`src/rtl/biriscv_tcm_arb_pkg.sv`:
```
// Shared types and constants for the biriscv TCM arbiter.
package biriscv_tcm_arb_pkg;

  localparam logic SRC_I = 1'b0;
  localparam logic SRC_D = 1'b1;

  localparam int unsigned TAG_W = 11;

  // One entry per in-flight downstream request: who asked, which 32-bit half, and its tag.
  typedef struct packed {
    logic             src;
    logic             addr2;
    logic [TAG_W-1:0] tag;
  } fifo_entry_t;

  // Place a 4-bit word strobe into the correct half of the 8-bit lane strobe.
  function automatic logic [7:0] lane_strobe(input logic addr2, input logic [3:0] wr);
    return addr2 ? {wr, 4'b0000} : {4'b0000, wr};
  endfunction

endpackage

```
`src/rtl/biriscv_tcm_arb_fifo.sv`:
```
// Outstanding-response FIFO: remembers the source of each in-flight request so responses,
// which return in order, can be steered back. Storage is reset-less; only pointers reset.
module biriscv_tcm_arb_fifo
  import biriscv_tcm_arb_pkg::*;
#(
  parameter int unsigned DEPTH = 4
) (
  input  logic        clk_i,
  input  logic        rst_ni,
  input  logic        push_i,
  input  fifo_entry_t data_i,
  input  logic        pop_i,
  output fifo_entry_t data_o,
  output logic        full_o,
  output logic        empty_o
);

  localparam int unsigned AW   = $clog2(DEPTH);
  localparam int unsigned PtrW = AW + 1;

  logic [PtrW-1:0] wr_ptr_q, wr_ptr_d;
  logic [PtrW-1:0] rd_ptr_q, rd_ptr_d;
  fifo_entry_t     mem_q [DEPTH];
  logic            do_push, do_pop;

  // Extra MSB distinguishes full from empty when the index bits match.
  assign empty_o = (wr_ptr_q == rd_ptr_q);
  assign full_o  = (wr_ptr_q[AW] != rd_ptr_q[AW]) && (wr_ptr_q[AW-1:0] == rd_ptr_q[AW-1:0]);
  assign data_o  = mem_q[rd_ptr_q[AW-1:0]];

  // A push while full is only legal when the same cycle's pop frees the slot.
  assign do_pop  = pop_i & ~empty_o;
  assign do_push = push_i & (~full_o | do_pop);

  // Pointer next-state.
  always_comb begin
    wr_ptr_d = wr_ptr_q;
    rd_ptr_d = rd_ptr_q;
    if (do_push) wr_ptr_d = wr_ptr_q + PtrW'(1);
    if (do_pop)  rd_ptr_d = rd_ptr_q + PtrW'(1);
  end

  // Pointer registers.
  always_ff @(posedge clk_i or negedge rst_ni) begin
    if (!rst_ni) begin
      wr_ptr_q <= '0;
      rd_ptr_q <= '0;
    end else begin
      wr_ptr_q <= wr_ptr_d;
      rd_ptr_q <= rd_ptr_d;
    end
  end

  // Entry storage.
  always_ff @(posedge clk_i) begin
    if (do_push) mem_q[wr_ptr_q[AW-1:0]] <= data_i;
  end

endmodule

```
`src/rtl/biriscv_tcm_arbiter.sv`:
```
// Round-robin arbiter sharing one 64-bit TCM port between instruction fetch and data.
// Optional performance counters are enabled by defining BIRISCV_TCM_ARB_PERF_EN.
module biriscv_tcm_arbiter
  import biriscv_tcm_arb_pkg::*;
#(
  parameter int unsigned OUTSTANDING = 4,
  parameter int unsigned ADDR_W      = 32
) (
  input  logic              clk_i,
  input  logic              rst_i,
  input  logic              mem_i_rd_i,
  input  logic [ADDR_W-1:0] mem_i_pc_i,
  output logic              mem_i_accept_o,
  output logic              mem_i_valid_o,
  output logic              mem_i_error_o,
  output logic [63:0]       mem_i_inst_o,
  input  logic              mem_d_rd_i,
  input  logic [3:0]        mem_d_wr_i,
  input  logic [ADDR_W-1:0] mem_d_addr_i,
  input  logic [31:0]       mem_d_data_wr_i,
  input  logic [TAG_W-1:0]  mem_d_req_tag_i,
  output logic              mem_d_accept_o,
  output logic              mem_d_ack_o,
  output logic              mem_d_error_o,
  output logic [31:0]       mem_d_data_rd_o,
  output logic [TAG_W-1:0]  mem_d_resp_tag_o,
  output logic              ram_req_o,
  output logic [ADDR_W-1:0] ram_addr_o,
  output logic [7:0]        ram_wr_o,
  output logic [63:0]       ram_data_o,
  input  logic              ram_accept_i,
  input  logic              ram_ack_i,
  input  logic              ram_error_i,
  input  logic [63:0]       ram_data_i,
`ifdef BIRISCV_TCM_ARB_PERF_EN
  output logic [31:0]       perf_i_grants_o,
  output logic [31:0]       perf_d_grants_o,
  output logic [31:0]       perf_stall_o,
`endif
  output logic              spurious_o
);

  logic        i_req, d_req;
  logic        grant_i, grant_d;
  logic        handshake;
  logic        last_d_q, last_d_d;
  logic        spurious_q, spurious_d;
  logic        fifo_full, fifo_empty, fifo_pop;
  fifo_entry_t push_entry, head_entry;
  logic        unused_addr_bits;

  assign unused_addr_bits = ^mem_d_addr_i[1:0];

  assign i_req = mem_i_rd_i;
  assign d_req = mem_d_rd_i | (|mem_d_wr_i);

  // Grant: on a tie the port not granted last wins; nothing is granted while the FIFO is full.
  always_comb begin
    grant_i = 1'b0;
    grant_d = 1'b0;
    if (!fifo_full) begin
      if (i_req && d_req) begin
        grant_i = last_d_q;
        grant_d = ~last_d_q;
      end else begin
        grant_i = i_req;
        grant_d = d_req;
      end
    end
  end

  assign ram_req_o      = grant_i | grant_d;
  assign handshake      = ram_req_o & ram_accept_i;
  assign mem_i_accept_o = grant_i & ram_accept_i & ~fifo_full;
  assign mem_d_accept_o = grant_d & ram_accept_i & ~fifo_full;

  // Downstream request drive for whichever port holds the grant.
  always_comb begin
    ram_addr_o = '0;
    ram_wr_o   = '0;
    ram_data_o = '0;
    if (grant_d) begin
      ram_addr_o = {mem_d_addr_i[ADDR_W-1:3], 3'b000};
      ram_wr_o   = lane_strobe(mem_d_addr_i[2], mem_d_wr_i);
      ram_data_o = {mem_d_data_wr_i, mem_d_data_wr_i};
    end else if (grant_i) begin
      ram_addr_o = mem_i_pc_i;
    end
  end

  always_comb begin
    push_entry       = '0;
    push_entry.src   = grant_d ? SRC_D : SRC_I;
    push_entry.addr2 = grant_d ? mem_d_addr_i[2] : 1'b0;
    push_entry.tag   = grant_d ? mem_d_req_tag_i : '0;
  end

  assign fifo_pop = ram_ack_i & ~fifo_empty;

  biriscv_tcm_arb_fifo #(
    .DEPTH (OUTSTANDING)
  ) u_fifo (
    .clk_i   (clk_i),
    .rst_ni  (rst_i),
    .push_i  (handshake),
    .data_i  (push_entry),
    .pop_i   (fifo_pop),
    .data_o  (head_entry),
    .full_o  (fifo_full),
    .empty_o (fifo_empty)
  );

  // Response steering back to the source recorded at the FIFO head.
  always_comb begin
    mem_i_valid_o    = 1'b0;
    mem_i_error_o    = 1'b0;
    mem_i_inst_o     = '0;
    mem_d_ack_o      = 1'b0;
    mem_d_error_o    = 1'b0;
    mem_d_data_rd_o  = '0;
    mem_d_resp_tag_o = '0;
    if (fifo_pop) begin
      if (head_entry.src == SRC_I) begin
        mem_i_valid_o = 1'b1;
        mem_i_error_o = ram_error_i;
        mem_i_inst_o  = ram_data_i;
      end else begin
        mem_d_ack_o      = 1'b1;
        mem_d_error_o    = ram_error_i;
        mem_d_data_rd_o  = head_entry.addr2 ? ram_data_i[63:32] : ram_data_i[31:0];
        mem_d_resp_tag_o = head_entry.tag;
      end
    end
  end

  // Round-robin pointer and sticky spurious-ack flag next-state.
  always_comb begin
    last_d_d   = handshake ? grant_d : last_d_q;
    spurious_d = spurious_q | (ram_ack_i & fifo_empty);
  end

  // Arbiter state; pointer resets to data-last so fetch wins the first tie.
  always_ff @(posedge clk_i or negedge rst_i) begin
    if (!rst_i) begin
      last_d_q   <= 1'b1;
      spurious_q <= 1'b0;
    end else begin
      last_d_q   <= last_d_d;
      spurious_q <= spurious_d;
    end
  end

  assign spurious_o = spurious_q;

`ifdef BIRISCV_TCM_ARB_PERF_EN
  logic [31:0] perf_i_q, perf_d_q, perf_stall_q;

  // Free-running wrapping counters of accepted handshakes and stalled request cycles.
  always_ff @(posedge clk_i or negedge rst_i) begin
    if (!rst_i) begin
      perf_i_q     <= '0;
      perf_d_q     <= '0;
      perf_stall_q <= '0;
    end else begin
      if (mem_i_accept_o) perf_i_q <= perf_i_q + 32'd1;
      if (mem_d_accept_o) perf_d_q <= perf_d_q + 32'd1;
      if ((i_req | d_req) && !handshake) perf_stall_q <= perf_stall_q + 32'd1;
    end
  end

  assign perf_i_grants_o = perf_i_q;
  assign perf_d_grants_o = perf_d_q;
  assign perf_stall_o    = perf_stall_q;
`endif

endmodule

```
`config.mk`:
```
export PLATFORM = sky130hd
export DESIGN_NAME = biriscv_tcm_arbiter
export DESIGN_NICKNAME = d
export VERILOG_FILES = /design/src/rtl/biriscv_tcm_arb_pkg.sv /design/src/rtl/biriscv_tcm_arb_fifo.sv /design/src/rtl/biriscv_tcm_arbiter.sv
export SDC_FILE = /design/constraint.sdc
export NUM_CORES = 1
export LEC_CHECK = 0
export ABC_CLOCK_PERIOD_IN_PS = 3810
export CORE_AREA = 2 2 156 158
export CTS_BUF_LIST = sky130_fd_sc_hd__clkbuf_2
export DETAILED_ROUTE_END_ITERATION = 16
export DIE_AREA = 0 0 158 160
export PLACE_DENSITY = 0.52
export SYNTH_ARGS = -nofsm -noshare
export SYNTH_HDL_FRONTEND = slang
export SYNTH_SLANG_ARGS = --single-unit
export TNS_END_PERCENT = 10
```
`constraint.sdc`:
```
create_clock -name clk_i -period 3.81 [get_ports clk_i]
set_input_delay 0.762 -clock clk_i [delete_from_list [all_inputs] [get_ports clk_i]]
set_output_delay 0.762 -clock clk_i [all_outputs]
set_load 0.005 [all_outputs]
```
* After elaboration in Yosys (flattened, before gate mapping)
Memories as Yosys holds them, arrays and structs flattened.
Index checks and enable logic that the tools add are counted.
** Word-level totals
- Flip-flop bits (word level) :: 8
- RAM bits :: 52
- Input port bits :: 182
- Memories kept :: 1
** Memories
- u_fifo.mem_q :: words 4, width 13, rd ports 1, clocked after Yosys merged registers in 0, write ports 1, line biriscv_tcm_arb_fifo.sv:23 : fifo_entry_t mem_q [DEPTH];
** Cells by class
- $add $sub $neg :: 2
- Equality and inequality tests :: 3
- Muxes and demuxes :: 29
- Bitwise logic cells :: 16
- Reductions and logical operators :: 3
** Operator list (number)
- 64-bit 2-to-1 mux :: 3
- 32-bit 2-to-1 mux :: 5
- 11-bit 2-to-1 mux :: 3
- 1-bit 2-to-1 mux :: 16
- 8-bit 2-to-1 mux :: 2
- 1-bit bitwise AND :: 9
- 3-bit by 1-bit adder with 3-bit output, second input constant :: 2
- 1-bit OR :: 4
- 4-bit OR reduction :: 1
- 3-bit == test :: 1
- 1-bit NOT :: 3
- 2-bit == test :: 1
- 1-bit logical AND :: 2
- 1-bit != test :: 1

* Longest topological paths before layout
Gate-level depths: netlist (run 1).
- Depth in word-level cells :: 10
- Mapped depth :: 9
- Depth with buffers taken out :: 4

* Hierarchy
From an unflattened synthesis (run 1), not the netlist that was laid out.
** Unflattened totals
- Cell total of the unflattened synthesis :: 490
- Area total of the unflattened synthesis :: 4825.9 µm²
** By module, submodules not included
- biriscv_tcm_arbiter :: times used 1, cells each 374, area an instance 2484.9 µm², seq. area each 51.3 µm²
- biriscv_tcm_arb_fifo :: times used 1, cells each 116, area an instance 2341.0 µm², seq. area each 1711.6 µm²

* Worst setup path before layout (run 1)
Ideal clock, no wire load.
- Kind :: in2out
- Start point :: input mem_d_wr_i[2]
- End point :: output ram_data_o[45]
- Arrival time :: 2.382 ns
- Setup slack :: 0.666 ns
- Stages on the path :: 8
- Path buffers :: 4
- Cell sequence :: or4_1 -> or2_1 -> and3_1 -> buf_6 -> buf_6 -> buf_2 -> and2_1 -> buf_4
** On the way
- Longest elaborated chain between the ends :: 6
** RTL lines
- start: declaration :: line biriscv_tcm_arbiter.sv:18 : input logic [3:0] mem_d_wr_i,
- 4-bit OR reduction (*) :: line biriscv_tcm_arbiter.sv:55 : assign d_req = mem_d_rd_i | (|mem_d_wr_i);
- 1-bit OR (*) :: line biriscv_tcm_arbiter.sv:55
- 1-bit logical AND :: line biriscv_tcm_arbiter.sv:62 : if (i_req && d_req) begin
- 1-bit 2-to-1 mux (*) :: line biriscv_tcm_arbiter.sv:62
- 1-bit 2-to-1 mux (*) :: line biriscv_tcm_arbiter.sv:61 : if (!fifo_full) begin
- 64-bit 2-to-1 mux (*) :: line biriscv_tcm_arbiter.sv:82 : if (grant_d) begin
- end: declaration :: line biriscv_tcm_arbiter.sv:30 : output logic [63:0] ram_data_o,
Mark *: on every way between the ends. The rest lies on a longest branch, timed or not.

* Final worst setup path (run 1)
- Start point :: input mem_d_wr_i[0]
- End point :: output ram_data_o[48]
The elaborated chain is that of the path after synthesis.

==> results of run 1 <==
state kept, by name (all words and copies together), names as in the netlist:
name and flops:
u_fifo.rd_ptr_q 3, spurious_o 1, u_fifo.mem_q 52, last_d_q 1, u_fifo.wr_ptr_q 3
cell usage after synthesis, drive strengths merged (2+ instances only):
cell type,n,share of area
a32o,29,0.067
nor2,34,0.029
nand3,4,0.0046
buf,45,0.076
mux2,2,0.0052
and3,8,0.011
mux2i,32,0.073
edfxtp,52,0.36
nor2b,11,0.016
dfrtp,7,0.040
nand2,2,0.0017
inv,5,0.0043
ha,5,0.014
nor3b,4,0.0069
and2,113,0.16
and4,4,0.0080
mux4,13,0.067
xnor2,6,0.012
clkbuf,22,0.019
stage by stage:
step / area [um2] / setup slack (ns) / power [mW]
global placement: 8540 / -0.168 / 5.39
finish: 8840 / 0.0444 / 5.58
floorplan: 4360 / 0.666 / 3.09
global route: 8840 / -0.00962 / 5.98
detailed placement: 8540 / -0.184 / 5.38
CTS: 8710 / -0.0894 / 5.74
timing repair:
item | 4_1_cts | 5_1_grt
gates resized for setup | 40 | 43
pin swaps | 1 | 2
cloned | 2 | 0
buffers inserted | 2 | 2
setup endpoints to repair | 118 | 85
worst reg2reg max path: stages (launching register included):
cell	delay, ns
dfrtp_1	0.44
xnor2_1	0.24
nand3b_1	0.15
buf_4	0.21
and3_1	0.27
and2_1	0.65
cell families (layout without fill, tap and decap cells):
group,after synthesis,count (layout),share of synthesized area
flip-flops,60,60,0.404
multiplexers,47,47,0.146
adder cells (fa/ha/maj),5,5,0.0143
AO/OA/AOI/OAI,34,34,0.0763
XOR/XNOR,7,7,0.0141
buffers and inverters,72,444,0.0993
other,0,1,0
AND/OR/NAND/NOR,184,184,0.246
metal layers:
metal	vias up	routed length [um]	GRT usage
met1	2104	7760	0.167
li1	2169	-	-
met5	-	0	0
met2	200	9480	0.252
met4	0	165	0.0307
met3	11	1430	0.0309
power groups by stage:
stage	Clock [mW]	Combinational [mW]	Sequential, mW
floorplan	0	2.04	1.05
global placement	0	4.30	1.09
detailed placement	0	4.28	1.10
CTS	0.397	4.26	1.08
global route	0.419	4.46	1.10
finish	0.378	4.13	1.07
layout make-up:
type | instances | share of cell area
inverters | 5 | 0.00212
clock buffers | 9 | 0.00509
diodes | 1 | 0.000283
flip-flops and latches | 60 | 0.200
multi-input cells | 277 | 0.249
repair buffers | 423 | 0.491
clock inverters | 7 | 0.00764
well taps | 324 | 0.0459
worst max-delay path by stage:
stage	to	slack, ns	cells past startpoint
after floorplan	ram_data_o[45]	0.67	8
after global placement	ram_addr_o[27]	-0.17	7
after detailed placement	ram_addr_o[22]	-0.18	7
after CTS	ram_addr_o[21]	-0.09	8
after global routing	ram_data_o[19]	-0.01	7
final	ram_data_o[48]	0.04	7
==> flow_metrics.tcl, run 1 <==
set metrics [dict create \
    regToRegStartpoint "u_fifo.wr_ptr_q[2]" \
    sw_frac_of_total 0.370 \
    fin_nets 963 \
    reg2reg_slack_ns 1.49 \
    critPathLaunch "mem_d_wr_i[0]" \
    cp_top_family "simple AND/OR/NAND/NOR gates" \
    die_y_um 160 \
    finalMaxSlewViolations 0 \
    grt_max_degree 35 \
    cts-buffers-inserted 9 \
    clk_latency_ns 0.47 \
    hold_slack_ns 0.496 \
    initial_utilization 0.183 \
    comb_power_share 0.740 \
    cts_hold_buf 0 \
    grt_overflow_total 0 \
    wl_per_cell_um 17.0 \
    grt_util_all_layers 0.139 \
    p_leak_nw 3.83 \
    hp-class "register to register" \
    grt_pass1_vias 4499 \
    ys_seq_area_frac 0.404 \
    peakVddDrop_v 0.000260 \
    final_core_util 0.371 \
    hold_path_startpoint "spurious_o" \
    final_common_cell "clkdlybuf4s50_1" \
    crit_buf_inv 3 \
    fin_crit_ns 3.77 \
    crit_path_end_kind "output pin" \
    cp-start-kind "input port" \
    ys.flop_type "edfxtp_1" \
    max-cap-violations 0 \
    worst-path-max-fanout 34 \
    firstDrtPassIters 4 \
    whs_path_depth 1 \
    finalCritPeriodShare 0.988 \
    drc 0 \
    status "complete, no violations" \
    r2r_cells 5 \
    place_hpwl_um 14900 \
    p_clk_frac 0.068 \
    yosysWarnings 0 \
    grt_pass1_wl_um 26700 \
    cp.required_ns 3.05 \
    wirelength_um 18800 \
    seq_power_share 0.193 \
    cts_max_level 3 \
    numPortBuffers 398 \
    multi_input_area_um2 2200 \
    cts_root_buf "clkbuf_2" \
    min_to "spurious_o" \
    finalClockSkew_ns 0.0157 \
    layout_common_cells "clkdlybuf4s50_1, and2_1, edfxtp_1, dlymetal6s2s_1, nor2_1" \
    syn_to_final_growth_pct 103 \
    die_area_um2 25300 \
    drive_above_1_share 0.0794 \
    max_freq_mhz 266 \
    design.core.area_um2 23800 \
    syn_area_per_cell_um2 10.7 \
    ios 401 \
    hold_viol 0 \
    antenna_left 0 \
    crit_chain "clkdlybuf4s50_1, or4_4, or2_4, and3_4, buf_12, and2_1, clkdlybuf4s50_1" \
    fill_cells 2484 \
    cts_tree "yes" \
    switching_power_mw 2.06 \
    p_per_area_nw_per_um2 631 \
    relSlewSlack 0.492 \
    fin_cells 1106 \
    clock_path_buffers 2 \
    p_int_mw 3.52 \
    netlist_area_um2 4360 \
    worstReg2RegEnd "u_fifo.mem_q[1][0]" \
    netlist-cell-type-count 34 \
    die_w_um 158 \
    cp.arrival_ns 3.00 \
    routabilityCongestion 0.780 \
    tns_ns 0 \
    rsz0062_at_grt "yes" \
    rows 57 \
    ys_ff_latch 60 \
    dp_cells 1083 \
    synth_fp_nets 596 \
    drt_iter0_markers 144 \
    synth-edff-count 52 \
    crit_path_max_incr_delay_ns 0.51 \
    via_per_inst 4.05 \
    worstMarginPinSlew_ns 0.762 \
    cp_common_cell "clkdlybuf4s50_1" \
    cts.sinks 60 \
    vias 4484 \
    crit_type "input port to output pin" \
    setup_viol 0 \
    async_flop_share 0.133 \
    synthCells 409 \
    seqCellArea_um2 1760 \
    clk_pin_slew_ns 0.17 \
    antenna_found_initial 1 \
    slowest_stage "or4_4" \
]
Power figures use the tool's default switching activity.
==> inputs of run 2 (changes only) <==
Settings changed: RECOVER_POWER from default to 25.
==> run 2 against run 1 <==
Clock skew hardly changed. Clock power is essentially flat. First-iteration DRC count down 0.69%. Sequential share of layout area stayed put. Global-route usage did not move. Register-to-register slack hardly changed.
==> flow_metrics.tcl, run 2 (synthesized netlist as in run 1, its figures left out) <==
set metrics [dict create \
    final_cell_area_um2 8840 \
    p_per_area_nw_per_um2 630 \
    grt_max_degree 35 \
    crit_type "input port to output pin" \
    drive_above_1_share 0.0781 \
    fin_crit_ns 3.77 \
    status "complete, no violations" \
    crit_path_max_incr_delay_ns 0.51 \
    cp_common_cell "clkdlybuf4s50_1" \
    die_w_um 158 \
    cp.arrival_ns 3.00 \
    drt_iter0_markers 143 \
    via_per_inst 4.06 \
    syn_to_final_growth_pct 103 \
    crit_chain "clkdlybuf4s50_1, or4_4, or2_4, and3_4, buf_12, and2_1, clkdlybuf4s50_1" \
    clk_latency_ns 0.47 \
    design.core.area_um2 23800 \
    hold_viol 0 \
    die_y_um 160 \
    firstDrtPassIters 4 \
    finalClockSkew_ns 0.0156 \
    grt_pass1_vias 4499 \
    grt_util_all_layers 0.139 \
    final_common_cell "clkdlybuf4s50_1" \
    cts-buffers-inserted 9 \
    vias 4489 \
    ios 401 \
    grt_pass1_wl_um 26700 \
    clk_pin_slew_ns 0.17 \
    cp-start-kind "input port" \
    drc 0 \
    relSlewSlack 0.490 \
    cp_top_family "simple AND/OR/NAND/NOR gates" \
    worstMarginPinSlew_ns 0.765 \
    initial_utilization 0.183 \
    die_area_um2 25300 \
    setup_viol 0 \
    finalCritPeriodShare 0.988 \
    max_freq_mhz 266 \
    largest_register_ffs 52 \
    dpl-instance-area_um2 8540 \
    cts_root_buf "clkbuf_2" \
    grt_overflow_total 0 \
    hp-class "register to register" \
    rsz0062_at_grt "yes" \
    p_leak_nw 3.82 \
    rows 57 \
    slowest_stage "or4_4" \
    fin_nets 963 \
    place_hpwl_um 14900 \
    crit_buf_inv 3 \
    clock_path_buffers 2 \
    cts_tree "yes" \
    wirelength_um 18800 \
    routabilityCongestion 0.780 \
    regToRegStartpoint "u_fifo.wr_ptr_q[2]" \
    antenna_left 0 \
    wl_per_cell_um 17.0 \
    crit_path_end_kind "output pin" \
    finalMaxSlewViolations 0 \
    cp.required_ns 3.05 \
    hold_slack_ns 0.491 \
    cts_max_level 3 \
    cts.sinks 60 \
    hold_path_startpoint "spurious_o" \
    peakVddDrop_v 0.000260 \
    worst-path-max-fanout 34 \
    antenna_found_initial 1 \
    critPathLaunch "mem_d_wr_i[0]" \
    numPortBuffers 398 \
    max-cap-violations 0 \
    layout_common_cells "clkdlybuf4s50_1, and2_1, edfxtp_1, dlymetal6s2s_1, nor2_1" \
]
## run 2: cell count changes in the layout (fill, tap and decap cells not counted)
cell,previous run,this run
and2_1,113,105
and2_0,0,8
a31o_1,0,1
clkdlybuf4s50_1,326,324
a31o_2,1,0
dlygate4sd3_1,0,2
## run 2: final timing paths
kind / endpoint / slack, ns / cells past startpoint
setup / recovery: ram_data_o[48] / 0.04 / 7
hold / removal: spurious_o / 0.49 / 1
hold reg to reg: spurious_o / 0.49 / 1
min in group asynchronous: spurious_o / 0.62 / 1
max in group asynchronous: last_d_q / 2.88 / 1
setup reg to reg: u_fifo.mem_q[1][0] / 1.49 / 5
## run 2: per-stage QoR
step / power (mW) / util / std cells / setup TNS (ns) / worst slack [ns]
global route: 5.98 / 0.371 / 1106 / -0.0132 / -0.00962
finish: 5.57 / 0.371 / 1106 / 0 / 0.0444
CTS: 5.74 / 0.366 / 1103 / -0.711 / -0.0894
global placement: 5.39 / 0.359 / 1083 / -11.90 / -0.168
detailed placement: 5.38 / 0.359 / 1083 / -12.66 / -0.184
floorplan: 3.09 / - / 409 / 0 / 0.666
## run 2: power by group
group / total [mW] / leakage, nW / switching (mW) / internal, mW
logic: 4.12 / 3.18 / 1.75 / 2.37
clock network: 0.378 / 0.0670 / 0.230 / 0.148
registers: 1.07 / 0.573 / 0.0835 / 0.991
total: 5.57 / 3.82 / 2.06 / 3.51
## run 2: layout make-up
class,count,area [um2]
diodes,1,2.50
clock buffers,9,45.0
clock inverters,7,67.6
fillers,2484,15000
inverters,5,18.8
multi-input cells,277,2200
flip-flops and latches,60,1760
well taps,324,405
repair buffers,423,4340
## run 2: layer usage
layer	GRT usage	vias up	wire (um)
met1	0.167	2105	7770
met4	0.0307	0	165
li1	-	2171	-
met3	0.0309	11	1430
met5	0	-	0
met2	0.252	202	9480
## run 2: timing repair
action / in CTS / in global routing
setup endpoints to repair: 118 / 85
pin swaps: 1 / 2
cloned: 2 / 0
hold buffers: 0 / 0
buffers inserted: 2 / 2
resized for setup: 40 / 43
==> inputs of run 3 (changes only) <==
Settings changed: SKIP_LAST_GASP from default to 1.
==> run 3 against run 2 <==
The run now ends with negative setup slack left. Count of clock-buffer cells in the layout is the same. Sequential share of layout area grew 0.13 points. Clock power is essentially flat. Critical path depth grew 1. Via count shrank 0.45%. Clock skew is essentially flat. Total power grew 2.4%. Hold slack gained 0.0056 ns. Cell area shrank 0.74%. Worst setup slack lost 0.15 ns. Combinational power grew 3%.
==> flow_metrics.tcl, run 3 (synthesized netlist as in run 1, its figures left out) <==
set metrics [dict create \
    status "finished with violations" \
    violations "negative setup slack" \
    seq_power_share 0.188 \
    tns_ns -1.05 \
    sw_frac_of_total 0.363 \
    wirelength_um 18800 \
    routabilityCongestion 0.780 \
    p_per_area_nw_per_um2 650 \
    wl_per_cell_um 17.0 \
    grt_pass1_wl_um 26700 \
    cts-buffers-inserted 9 \
    crit_chain "clkdlybuf4s50_1, or4_4, or2_4, a21boi_4, buf_6, buf_16, a32o_1, clkdlybuf4s50_1" \
    crit_path_max_incr_delay_ns 0.51 \
    comb_power_share 0.745 \
    via_per_inst 4.05 \
    cts.sinks 60 \
    syn_to_final_growth_pct 101 \
    rsz0062_at_grt "yes" \
    clk_latency_ns 0.48 \
    cts_tree "yes" \
    antenna_found_initial 1 \
    initial_utilization 0.183 \
    relSlewSlack 0.488 \
    fin_cells 1104 \
    cp.arrival_ns 3.15 \
    total_power_mw 5.71 \
    clk_pin_slew_ns 0.17 \
    fin_crit_ns 3.91 \
    grt_max_degree 35 \
    cp_common_cell "clkdlybuf4s50_1" \
    clock_path_buffers 2 \
    slowest_stage "clkdlybuf4s50_1" \
    hp-class "register to register" \
    vias 4469 \
    numPortBuffers 398 \
    drc 0 \
    crit_path_end_kind "output pin" \
    peakVddDrop_v 0.000259 \
    setup_slack_ns -0.104 \
    final_common_cell "clkdlybuf4s50_1" \
    die_area_um2 25300 \
    largest_register_ffs 52 \
    grt_util_all_layers 0.139 \
    p_clk_frac 0.067 \
    fill_cells 2467 \
    dp_cells 1083 \
    ios 401 \
    cts_hold_buf 0 \
    die_w_um 158 \
    switching_power_mw 2.07 \
    max_freq_mhz 255 \
    seqCellArea_um2 1760 \
    crit_type "input port to output pin" \
    hold_viol 0 \
    drive_above_1_share 0.0745 \
    place_hpwl_um 14900 \
    worst-path-max-fanout 10 \
    layout_common_cells "clkdlybuf4s50_1, and2_1, edfxtp_1, nor2_1, mux2i_1" \
    multi_input_area_um2 2190 \
    cp.required_ns 3.05 \
    grt_overflow_total 0 \
    regToRegStartpoint "u_fifo.wr_ptr_q[2]" \
    antenna_left 0 \
    finalCritPeriodShare 1.03 \
    p_int_mw 3.63 \
    finalMaxSlewViolations 0 \
    design.core.area_um2 23800 \
    hold_path_startpoint "spurious_o" \
    firstDrtPassIters 4 \
    fin_nets 961 \
    setup_viol 27 \
    finalClockSkew_ns 0.0152 \
    critPathLaunch "mem_d_wr_i[0]" \
    cts_max_level 3 \
    worstMarginPinSlew_ns 0.768 \
    cts_root_buf "clkbuf_2" \
    rows 57 \
    p_leak_nw 3.32 \
    drt_iter0_markers 195 \
    grt_pass1_vias 4503 \
    die_y_um 160 \
    max-cap-violations 0 \
    cp-start-kind "input port" \
]
==> run 3: cell type report <==
type / instances / share of cell area
Clock buffer: 9 / 0.00513
Tap cell: 324 / 0.0462
Antenna cell: 1 / 0.000285
Inverter: 5 / 0.00214
Clock inverter: 7 / 0.00770
Timing Repair Buffer: 421 / 0.488
Sequential cell: 60 / 0.201
Multi-Input combinational cell: 277 / 0.250
==> run 3: stage by stage <==
| step | setup WS (ns) | instance area, um2 | hold WS [ns] | util |
|---|---|---|---|---|
| finish | -0.104 | 8780 | 0.496 | 0.368 |
| detailed placement | -0.184 | 8540 | 0.463 | 0.359 |
| global route | -0.180 | 8780 | 0.533 | 0.368 |
| global placement | -0.168 | 8540 | 0.466 | 0.359 |
| floorplan | 0.666 | 4360 | 0.462 | - |
| CTS | -0.151 | 8750 | 0.481 | 0.367 |
==> run 3: path summary, 6_finish.rpt <==
kind | end | slack (ns) | depth (start not counted)
worst min-delay path | spurious_o | 0.50 | 1
worst max-delay path | ram_addr_o[9] | -0.10 | 8
worst max register to register | u_fifo.mem_q[1][0] | 1.49 | 5
min in group asynchronous | spurious_o | 0.61 | 1
worst min register to register | spurious_o | 0.50 | 1
max in group asynchronous | last_d_q | 2.89 | 1
==> run 3: layer usage <==
layer  track usage  share of wire
met1         0.167           0.41
met2         0.252           0.50
met3        0.0309          0.074
met4        0.0307         0.0084
met5             0              0
==> run 3: repair_timing <==
| item | CTS | global route |
|---|---|---|
| buffers inserted | 2 | 0 |
| pin swaps | 1 | 0 |
| resized for setup | 10 | 10 |
| setup endpoints to repair | 118 | 117 |
| gates cloned | 2 | 0 |
==> run 3: power groups by stage <==
stage	registers, mW	clock network (mW)	logic, mW
floorplan	1.05	0	2.04
detailed placement	1.10	0	4.28
finish	1.07	0.381	4.25
CTS	1.08	0.397	4.36
global route	1.10	0.419	4.58
global placement	1.09	0	4.30
==> run 3: critical path: cells and delay by family <==
family                 cells  cell delay [ns]
AO/OA/AOI/OAI              2             0.41
AND/OR/NAND/NOR            2             0.77
buffers and inverters      4             1.21
==> RTL change 1 (flow settings as in run 3) <==
Change the parameter `ADDR_W` from 32 to 24.
--- a/src/rtl/biriscv_tcm_arbiter.sv
+++ b/src/rtl/biriscv_tcm_arbiter.sv
@@ -6,3 +6,3 @@
   parameter int unsigned OUTSTANDING = 4,
-  parameter int unsigned ADDR_W      = 32
+  parameter int unsigned ADDR_W      = 24
 ) (
Ports: changed (resized mem_d_addr_i, mem_i_pc_i and ram_addr_o); port bits go from 401 to 377. The function was not compared with the original's and may differ.
==> RTL change 1 against run 3 <==
The flow still finishes with violations (setup timing); synthesized cell count is 2.7% lower; synthesized area shrank 2.3%; clock skew rose by 0.0088 ns; sequential cell count stayed put; design area down 3.6%; wire length shrank 5.7%; combinational power fell by 6.6%; die area unchanged; power is 2.4% lower; worst setup slack improved by 0.012 ns.
==> RTL change 1: results (changes against run 3) <==
metric;value;unit;change
largest net degree at the start of global routing;66;;+89%
DP HPWL;14.7;mm;-0.81%
gpl congestion;0.711;;-8.8%
DR top layer;met5;;
DR WL met2;9.31;mm;-1.8%
Seq/Total Area, Yosys;0.414;;+0.00937
Max VDD drop;290;µV;+12%
failing checks;setup timing;;
Net Sw Frac;0.351;;-0.0126
initial DRC count;125;;-36%
dpl ws;-0.0785;ns;+0.105 ns
DRT Wirelength;17.7;mm;-5.7%
vias in the first global route;4456;;-1.0%
status;complete, but fails checks;;
CP arrival;3.14;ns;about the same
Worst Skew;0.0240;ns;+0.00876 ns
Met3 Wirelength;2.05;mm;+48%
final setup margin;-0.0926;ns;+0.0119 ns
CP Max Fanout;12;;+2
Leakage;3.21;nW;-3.4%
M1 WL;6.18;mm;-20%
first-pass GRT wire length;25.5;mm;-4.5%
Setup violations, final;36;;+33%
GR Util All Layers;0.134;;-0.00483
layout cell share with drive strength beyond 1;0.0741;;-0.000330
RTL change 1: changes by cell type after synthesis:
cell	before	now
or2_1	1	0
buf_6	4	3
or2_4	0	1
buf_2	9	8
a32o_1	29	21
clkbuf_2	1	0
RTL change 1: stage by stage:
stage,cells,setup TNS (ns),utilization
3_3_place_gp,1048,-1.08,0.345
5_1_grt,1067,-5.90,0.355
4_1_cts,1066,-2.08,0.354
3_5_place_dp,1048,-2.34,0.345
6_report,1068,-0.884,0.355
2_1_floorplan,398,0,-
RTL change 1: area by class of cell:
cell class                 count  share of cell area
clock inverter                 7              0.0146
timing repair buffer         392               0.471
inverter                       5             0.00222
multi-input combinational    269               0.250
sequential                    60               0.208
tap                          324              0.0479
clock buffer                   9             0.00532
antenna                        2            0.000591
RTL change 1: what timing repair did:
action,4_1_cts,5_1_grt
setup endpoints to repair,88,97
hold buffers,0,0
pin swaps,2,1
gates cloned,1,0
setup buffers,1,0
resized for setup,8,10
RTL change 1: path summary, 6_finish.rpt:
kind / startpoint / to / slack, ns / cells past startpoint
max: mem_d_wr_i[3] / ram_addr_o[20] / -0.09 / 8
min: spurious_o$_DFF_PN0_ / spurious_o$_DFF_PN0_ / 0.50 / 1
max in group asynchronous: rst_i / last_d_q$_DFFE_PN1P_ / 2.89 / 1
min reg2reg: spurious_o$_DFF_PN0_ / spurious_o$_DFF_PN0_ / 0.50 / 1
min in group asynchronous: rst_i / spurious_o$_DFF_PN0_ / 0.60 / 1
max reg2reg: u_fifo.wr_ptr_q[2]$_DFFE_PN0P_ / u_fifo.mem_q[0][0]$_DFFE_PP_ / 1.47 / 4
RTL change 1: power by group through the flow:
stage	combinational, mW	clock (mW)	sequential (mW)
floorplan	1.94	0	1.05
global placement	4.07	0	1.09
detailed placement	4.06	0	1.09
CTS	4.10	0.544	1.07
global route	4.33	0.568	1.10
finish	3.97	0.527	1.07
RTL change 1: logic make-up after synthesis:
group	after synthesis	share of synthesized area
xor+xnor	7	0.0144
flops	60	0.414
mux	47	0.149
buf+inv	69	0.0966
compound gates	26	0.0593
simple gates	184	0.252
fa+ha+maj	5	0.0147
RTL change 1: routing by layer:
metal,up-vias,global-route usage
li1,2062,-
met1,1964,0.134
met2,249,0.259
met3,12,0.0505
met4,2,0.0307
met5,-,0
RTL change 1: worst max-delay path: stages:
cell	delay (ns)
clkdlybuf4s50_1	0.43
or4_4	0.54
or2_4	0.26
a21boi_4	0.22
buf_12	0.14
buf_16	0.12
a32o_1	0.17
clkdlybuf4s50_1	0.50
==> RTL change 2 (flow settings as in run 3) <==
Without the edit above. Register the output `mem_i_error_o`, with the module's reset; this adds one clock of latency there. The other outputs are not delayed to match.
--- a/src/rtl/biriscv_tcm_arbiter.sv
+++ b/src/rtl/biriscv_tcm_arbiter.sv
@@ -41,2 +41,4 @@
 );
+
+  logic mem_i_error_d;
 
@@ -115,3 +117,3 @@
     mem_i_valid_o    = 1'b0;
-    mem_i_error_o    = 1'b0;
+    mem_i_error_d    = 1'b0;
     mem_i_inst_o     = '0;
@@ -124,3 +126,3 @@
         mem_i_valid_o = 1'b1;
-        mem_i_error_o = ram_error_i;
+        mem_i_error_d = ram_error_i;
         mem_i_inst_o  = ram_data_i;
@@ -175,2 +177,10 @@
 
+  always_ff @(posedge clk_i or negedge rst_i) begin
+    if (!rst_i) begin
+      mem_i_error_o <= '0;
+    end else begin
+      mem_i_error_o <= mem_i_error_d;
+    end
+  end
+
 endmodule
Behaviour: not the same (a bounded check fails within 4 cycles, from zero or initial values and one cycle with rst_i low).
==> RTL change 2 against run 3 <==
The run still ends with setup timing left; hold slack better by 0.0036 ns; clock skew is 0.030 ns higher; worst setup slack worse by 0.025 ns; non-clock buffer count is 3 higher; register-to-register slack worse by 0.05 ns; die area stayed put; synthesized area is 0.92% higher; wire length is 1.0% higher; first-iteration DRC count is 25% lower; count of clock-buffer cells in the layout stayed put; core utilization is 0.28 points higher; sequential cell count is 1 higher; power is 0.26% higher; design area is 0.76% higher; largest cell class unchanged.
==> RTL change 2: results (changes against run 3) <==
metric;value;unit;change
CTS clock-pin slew for the worst setup and hold paths;0.21;ns;+0.04 ns
fin cells;1108;;+0.36%
worst-skew pair later-pin latency;0.51;ns;+0.03 ns
vias in the first global route;4610;;+2.4%
initial antenna violation count;2;;+1
Met3 Wirelength;1.82;mm;+31%
DRT Wirelength;19.0;mm;+1.0%
Synth Area in Compound Gates;0.0756;;-0.000694
NumNets Final;965;;+0.42%
first-pass GRT wire length;26.6;mm;-0.57%
XOR/XNOR Fraction of Synth Area;0.0139;;-0.000128
Seq/Total Area, Yosys;0.406;;+0.00201
status;complete, but fails checks;;
largest net degree at the start of global routing;66;;+89%
hold slack final;0.500;ns;+0.00357 ns
mux cell area share after synthesis;0.144;;-0.00133
Synth Area in Adders;0.0142;;-0.000130
slowest CP cell;or4_4;;
Worst Setup SP;mem_d_wr_i[2];;
Max VDD drop;320;µV;+24%
Commonest cells post-synth;and2_1 (113), edfxtp_1 (52), buf_4 (35);;
dpl cell area;0.00857;mm²;+0.37%
Setup violations, final;26;;-3.7%
delay of the slowest critical-path stage;0.55;ns;+0.04 ns
Vias/cell;4.08;;+0.84%
M1 WL;6.54;mm;-16%
Worst Skew;0.0449;ns;+0.0296 ns
reg2reg setup slack;1.44;ns;-0.05 ns
final setup margin;-0.129;ns;-0.0249 ns
WHS Endpoint;u_fifo.wr_ptr_q[2]$_DFFE_PN0P_;;
Pwr Density;647;mW/mm²;-0.49%
GR Util All Layers;0.139;;about the same
net switching power;2.06;mW;-0.85%
failing checks;setup timing;;
[RTL change 2: cell types whose count changed in the layout (fill, tap and decap cells not counted), moves of 2 or more]
cell / delta
and4_1: +2
clkdlybuf4s50_1: +4
and3_4: +2
buf_16: -2
buf_6: -2
clkbuf_16: +2
buf_12: +2
and3_1: -3
clkinv_4: -2
dlymetal6s2s_1: -3
buf_4: +3
[RTL change 2: cell type report]
type | instances | area (µm²)
timing repair buffer | 424 | 4310
multi-input combinational | 277 | 2210
sequential | 61 | 1790
fill | 2455 | 15000
clock inverter | 7 | 65.1
clock buffer | 9 | 45.0
inverter | 5 | 18.8
antenna | 1 | 2.50
tap | 324 | 405
[RTL change 2: timing repair]
item / 4_1_cts / 5_1_grt
endpoints found under the setup margin: 43 / 95
endpoints found under the hold margin: 0 / 0
cloned: 0 / 2
setup buffers: 0 / 6
resized for setup: 1 / 12
pin swaps: 0 / 1
